## src/rtl/fetch_queue.sv

```systemverilog
// fetch_queue: in-order {PC, instr} prefetch buffer between fetch and decode, flushable on redirect.
// Define FETCH_QUEUE_BYPASS_EN for zero-cycle pass-through when the queue is empty.
module fetch_queue #(
  parameter int ADDRESS_WIDTH = 32,
  parameter int DATA_WIDTH    = 32,
  parameter int DEPTH         = 4
) (
  input  logic                     clk,
  input  logic                     rst,
  input  logic                     flush,
  input  logic                     in_valid,
  output logic                     in_ready,
  input  logic [ADDRESS_WIDTH-1:0] in_pc,
  input  logic [DATA_WIDTH-1:0]    in_instr,
  output logic                     out_valid,
  input  logic                     out_ready,
  output logic [ADDRESS_WIDTH-1:0] out_pc,
  output logic [DATA_WIDTH-1:0]    out_instr,
  output logic [$clog2(DEPTH):0]   count
);
  localparam int IW = $clog2(DEPTH);
  localparam int PW = IW + 1;

  logic [PW-1:0]            wr_ptr_q, wr_ptr_d;
  logic [PW-1:0]            rd_ptr_q, rd_ptr_d;
  logic [ADDRESS_WIDTH-1:0] pc_mem_q    [DEPTH];
  logic [DATA_WIDTH-1:0]    instr_mem_q [DEPTH];
  logic                     empty, full, push, pop, bypass, byp_take;

  assign empty    = (wr_ptr_q == rd_ptr_q);
  assign full     = (wr_ptr_q[IW-1:0] == rd_ptr_q[IW-1:0]) && (wr_ptr_q[IW] != rd_ptr_q[IW]);
  assign count    = wr_ptr_q - rd_ptr_q;
  // Slot freed by a pop is not reusable until the next cycle: in_ready depends on state only.
  assign in_ready = !full;

`ifdef FETCH_QUEUE_BYPASS_EN
  assign bypass = empty && in_valid && !flush;
`else
  assign bypass = 1'b0;
`endif

  assign byp_take  = bypass && out_ready;
  assign push      = in_valid && in_ready && !byp_take;
  assign pop       = !empty && out_ready;
  assign out_valid = !empty || bypass;

  always_comb begin
    out_pc    = '0;
    out_instr = '0;
    if (!empty) begin
      out_pc    = pc_mem_q[rd_ptr_q[IW-1:0]];
      out_instr = instr_mem_q[rd_ptr_q[IW-1:0]];
    end
`ifdef FETCH_QUEUE_BYPASS_EN
    else if (bypass) begin
      out_pc    = in_pc;
      out_instr = in_instr;
    end
`endif
  end

  always_comb begin
    wr_ptr_d = wr_ptr_q;
    rd_ptr_d = rd_ptr_q;
    if (flush) begin
      wr_ptr_d = '0;
      rd_ptr_d = '0;
    end else begin
      if (push) wr_ptr_d = wr_ptr_q + PW'(1);
      if (pop)  rd_ptr_d = rd_ptr_q + PW'(1);
    end
  end

  always_ff @(posedge clk or posedge rst) begin
    if (rst) begin
      wr_ptr_q <= '0;
      rd_ptr_q <= '0;
    end else begin
      wr_ptr_q <= wr_ptr_d;
      rd_ptr_q <= rd_ptr_d;
    end
  end

  // Storage needs no reset: outputs are gated by empty.
  always_ff @(posedge clk) begin
    if (push && !flush) begin
      pc_mem_q[wr_ptr_q[IW-1:0]]    <= in_pc;
      instr_mem_q[wr_ptr_q[IW-1:0]] <= in_instr;
    end
  end

endmodule

```

## config.mk

```make
export PLATFORM = sky130hd
export DESIGN_NAME = fetch_queue
export DESIGN_NICKNAME = d
export VERILOG_FILES = /design/src/rtl/fetch_queue.sv
export SDC_FILE = /design/constraint.sdc
export NUM_CORES = 1
export LEC_CHECK = 0
export BUFFER_PORTS_ARGS = -buffer_cell sky130_fd_sc_hd__buf_2
export CAP_MARGIN = 10
export CORE_UTILIZATION = 62
export CTS_CLUSTER_DIAMETER = 60
export DETAILED_ROUTE_END_ITERATION = 8
export GPL_ROUTABILITY_DRIVEN = 0
export PLACE_DENSITY = 0.89
export SYNTH_ARGS = -nofsm -noshare
export SYNTH_HDL_FRONTEND = slang
export SYNTH_SLANG_ARGS = --single-unit
```

## constraint.sdc

```tcl
create_clock -name clk -period 6.9 [get_ports clk]
set_input_delay 1.38 -clock clk [delete_from_list [all_inputs] [get_ports clk]]
set_output_delay 1.38 -clock clk [all_outputs]
set_load 0.02 [all_outputs]
```

* Word level (Yosys, flattened, before mapping)
Memories as Yosys holds them, arrays and structs flattened. Cells that the tools add are included.
Cells by class: equal/unequal tests 3, reductions and logical operators 9, $add $sub $neg 3, muxes and demuxes 8
Operators by type and width (number):
- 2-to-1 mux 32 bit | 2
- 2-to-1 mux 3 bit | 4
- adder 3 x 1 -> 3 bit (second input constant) | 2
- logical AND 1 bit | 4
- nonzero test 2 bit | 2
- == test 3 bit | 1
- zero test 1 bit | 3
- subtractor 3 bit | 1
- == test 2 bit | 1
- 2-to-1 mux 1 bit | 2
- inequality test 1 bit | 1
Storage, ports and cells: register bits 6, memories 2, RAM bits 256, output and inout port bits 69
Memories:
- instr_mem_q | words 4, width 32, read ports 1, clocked after memory_dff 0, wr ports 1, line 27 | logic [DATA_WIDTH-1:0] instr_mem_q [DEPTH];
- pc_mem_q | words 4, width 32, read ports 1, clocked after memory_dff 0, wr ports 1, line 26 | logic [ADDRESS_WIDTH-1:0] pc_mem_q [DEPTH];

* Longest topological paths before layout
depth in word-level cells 7, mapped depth 6

* Least setup slack after synthesis
OpenSTA, ideal clock, no wires.
path type input -> register, start in flush, end mem instr_mem_q[0][0] (enable), stages 3, required time 6.470 ns, setup slack 3.071 ns, arrival 3.399 ns, path buffers 2, cells stage by stage buf_2 clkbuf_1 and4b_1
On the way: cells in the longest elaborated chain, start to end 4
Ends and longest elaborated chain:
- start: declaration | line 10 | input logic flush,
- zero test 1 bit | line 86 | if (push && !flush) begin
- logical AND 1 bit | line 86
- 2-to-1 mux 1 bit | line 86
- 2-to-1 mux 1 bit (not written as such) | line 88 | instr_mem_q[wr_ptr_q[IW-1:0]] <= in_instr;
- end: declaration | line 27
Every way passes these cells.

* Worst setup path after layout
start reg rd_ptr_q[1], end out out_pc[1]
On the way: cells in the longest elaborated chain, start to end 2, elaborated cells on any way between the ends 3, classes of those cells eq/ne (1); mux (1); memory (1)
Ends and longest elaborated chain:
- start: declaration | line 25 | logic [PW-1:0] rd_ptr_q, rd_ptr_d;
- start signal: assignment | line 80 | rd_ptr_q <= rd_ptr_d;
- memory read (4 x 32 bit) / == test 3 bit (equally long branches)
- 2-to-1 mux 32 bit * | line 50 | if (!empty) begin
- end: declaration | line 17 | output logic [ADDRESS_WIDTH-1:0] out_pc,
Mark *: on every way between the ends. The rest lies on a longest branch, timed or not.

==> impl_metrics.ini <==
[synth]
yosysSeqAreaShare_pct = 76.13
yosysWarningCount = 0
synth_top_family_by_area = multiplexers
synth-simple-area-share_pct = 5.992
synth_nets = 549
synth-adder-area-share_pct = 1.045
yosysTopAreaCell = edfxtp_1
synthMuxAreaShare_pct = 14.00
syn_area_per_cell_um2 = 21.81
yosys.area_share.xor_xnor_pct = 0.1702
yosysTopAreaCellShare_pct = 74.67
synth_area_leaders = edfxtp_1 75%, mux4_2 14%, and2_1 3.9%
synth_area_mm2 = 0.01029
yosys.cell_types.count = 34
ys_seq_elements = 262
postSynthCellCount = 472
synth_compound_area_share_pct = 0.5834

[timing]
min_period_over_period_pct = 70.46
fin_skew_ps = 17.59
hold_viol_final = 0
period_minus_slack_ps = 4862
setup_viol = 0
timing.fmax_mhz = 205.7
slew_viol_final = 0
slew_headroom_pct = 26.26
worst_pin_slew_ps = 1106
tns_ps = 0
timing.final.ws_setup_ps = 2038
rsz0062_at_grt = false

[cts]
cts_setup_buffers = 0
cts_tree = done
clock_sinks = 262
root_buffer = clkbuf_16
cts_htree_levels = 1
cts_resized = 0
cts_made_buffers = 26
holdBufCountCts = 0
path_clk_slew_ps = 60
clockBufferDepth = 3
clock_latency_ps = 520

[run_status]
outcome = finished clean

[cells_and_area]
stdcell_count = 850
layout_commonest_cell = edfxtp_1
final_nets = 690
area_growth_pct = 15.84
layout_common_cells = 256 x edfxtp_1, 137 x buf_2, 64 x mux4_2, 64 x and2_1, 27 x clkbuf_16
drive_above_1_share_pct = 40.35

[die]
die-height_um = 130.9
row_count = 46
pin_count = 138
die_w_um = 130.9
die-area_mm2 = 0.01712
start_util_pct = 64.11
core_mm2 = 0.01606

[global_route]
met3_usage_pct = 5.375
grt_max_degree = 68
grt_usage_pct = 22.58
grt_first_pass_wirelength_um = 28170
antenna_found_initial = 4
grt_pass1_vias = 5193
met1_usage_pct = 30.44
globalRouteOverflowTotal = 0
gr-usage-met2_pct = 37.69
busiest_layer = met2

[run]
maxCapViolCount = 0

[placed_design]
io_buffers = 137
dp_slack_ps = 2528
dp_hpwl_um = 10670
place_inst = 801

[setup_path]
startpoint_type = flop
crit_fanout = 67
arrival_ps = 3480
max_stage_delay_ps = 1070
crit_path_cell_trace = inv_1 > ha_1 > nand3_2 > buf_4 > and2_1 > buf_2
cp.required_ps = 5520
critPathSlowestCell = dfrtp_4
path_class = flop to output pin
crit_path_end_kind = output pin

[detailed_routing]
firstDrtPassIters = 4
avgRoutedWirePerCell_um = 22.10
vias = 5010
route.detailed.drc = 0
drt-initial-drc-count = 343
vias_per_cell = 5.894
postRouteAntennaNets = 0
finalWirelength_um = 18780

[pwr]
vdd_ir_drop_max_uv = 335.4
p_leak_uw = 0.004100
power.density_mw_per_mm2 = 453.1
p_total_uw = 5403

[hold_path]
hold_class = flop to flop
[flip-flops by register name (all words and copies together), names as in the netlist]
register and count:
rd_ptr_q 3, pc_mem_q 128, instr_mem_q 128, wr_ptr_q 3
[power breakdown]
part | internal [uW] | switching [uW]
combinational | 836 | 1190
clock | 753 | 565
sequential | 1910 | 157
total | 3490 | 1910
[routing by layer]
| metal | up-vias | wire [um] | share of wire (%) |
|---|---|---|---|
| met5 | - | 23 | 0.12 |
| met4 | 4 | 391 | 2.1 |
| met3 | 38 | 1602 | 8.5 |
| met2 | 215 | 9436 | 50 |
| met1 | 2549 | 7326 | 39 |
| li1 | 2204 | - | - |
[cells in the mapped netlist]
| cell | number |
|---|---|
| a211o_2 | 1 |
| a21oi_1 | 3 |
| a311oi_1 | 1 |
| a31oi_1 | 3 |
| and2_1 | 64 |
| and3_1 | 4 |
| and4b_1 | 2 |
| buf_12 | 4 |
| buf_2 | 10 |
| buf_6 | 2 |
| clkbuf_1 | 9 |
| clkbuf_2 | 1 |
| dfrtp_1 | 6 |
| edfxtp_1 | 256 |
| fa_1 | 1 |
| ha_1 | 7 |
| inv_1 | 6 |
| mux4_2 | 64 |
| nand2_1 | 3 |
| nand2_2 | 1 |
| nand3_1 | 3 |
| nand4_1 | 2 |
| nand4b_1 | 2 |
| nor2_1 | 2 |
| nor2b_1 | 2 |
| nor3_1 | 1 |
| nor3b_1 | 2 |
| nor4b_4 | 1 |
| nor4bb_1 | 1 |
| o211ai_1 | 1 |
| or2_2 | 1 |
| or3_1 | 1 |
| or4_1 | 3 |
| xnor2_1 | 2 |
[layout make-up]
cell class | instances | area, um2
sequential | 262 | 7845
fill | 937 | 4133
multi-input combinational | 178 | 2267
timing repair buffer | 139 | 700.7
clock buffer | 29 | 683.2
tap | 216 | 270.3
clock inverter | 18 | 131.4
inverter | 6 | 22.52
antenna | 2 | 5.005
[logic make-up after synthesis]
kind of cell,Yosys count
buf+inv,32
fa+ha+maj,8
xor+xnor,2
mux,64
compound gates,9
flops,262
simple gates,95
[per-stage QoR]
step                      util (%)  instance area (um2)  hold WS [ps]
after floorplan                  -                10290         549.3
after global placement       69.16                11110         563.8
after detailed placement     69.16                11110         627.0
after CTS                    74.23                11920         636.6
after global routing         74.25                11920         683.3
final                        74.26                11930         647.2
[path summary, 6_finish.rpt]
kind / start / to / slack, ps / cells after the start
worst max-delay path: rd_ptr_q[1]$_DFFE_PP0P_ / out_pc[1] / 2040 / 6
worst min-delay path: wr_ptr_q[2]$_DFFE_PP0P_ / wr_ptr_q[2]$_DFFE_PP0P_ / 650 / 2
worst max register to register: rd_ptr_q[1]$_DFFE_PP0P_ / pc_mem_q[0][19]$_DFFE_PP_ / 3340 / 5
worst min register to register: wr_ptr_q[2]$_DFFE_PP0P_ / wr_ptr_q[2]$_DFFE_PP0P_ / 650 / 2
max in group asynchronous: rst / rd_ptr_q[0]$_DFFE_PP0P_ / 5870 / 2
min in group asynchronous: rst / rd_ptr_q[2]$_DFFE_PP0P_ / 770 / 2
[critical path: cells and delay by family, from the launching register on]
| kind | cells | cell delay [ps] |
|---|---|---|
| buf+inv | 3 | 810 |
| simple gates | 2 | 570 |
| fa+ha+maj | 1 | 470 |
| flops | 1 | 1070 |
(Power assumes the default switching activity.)
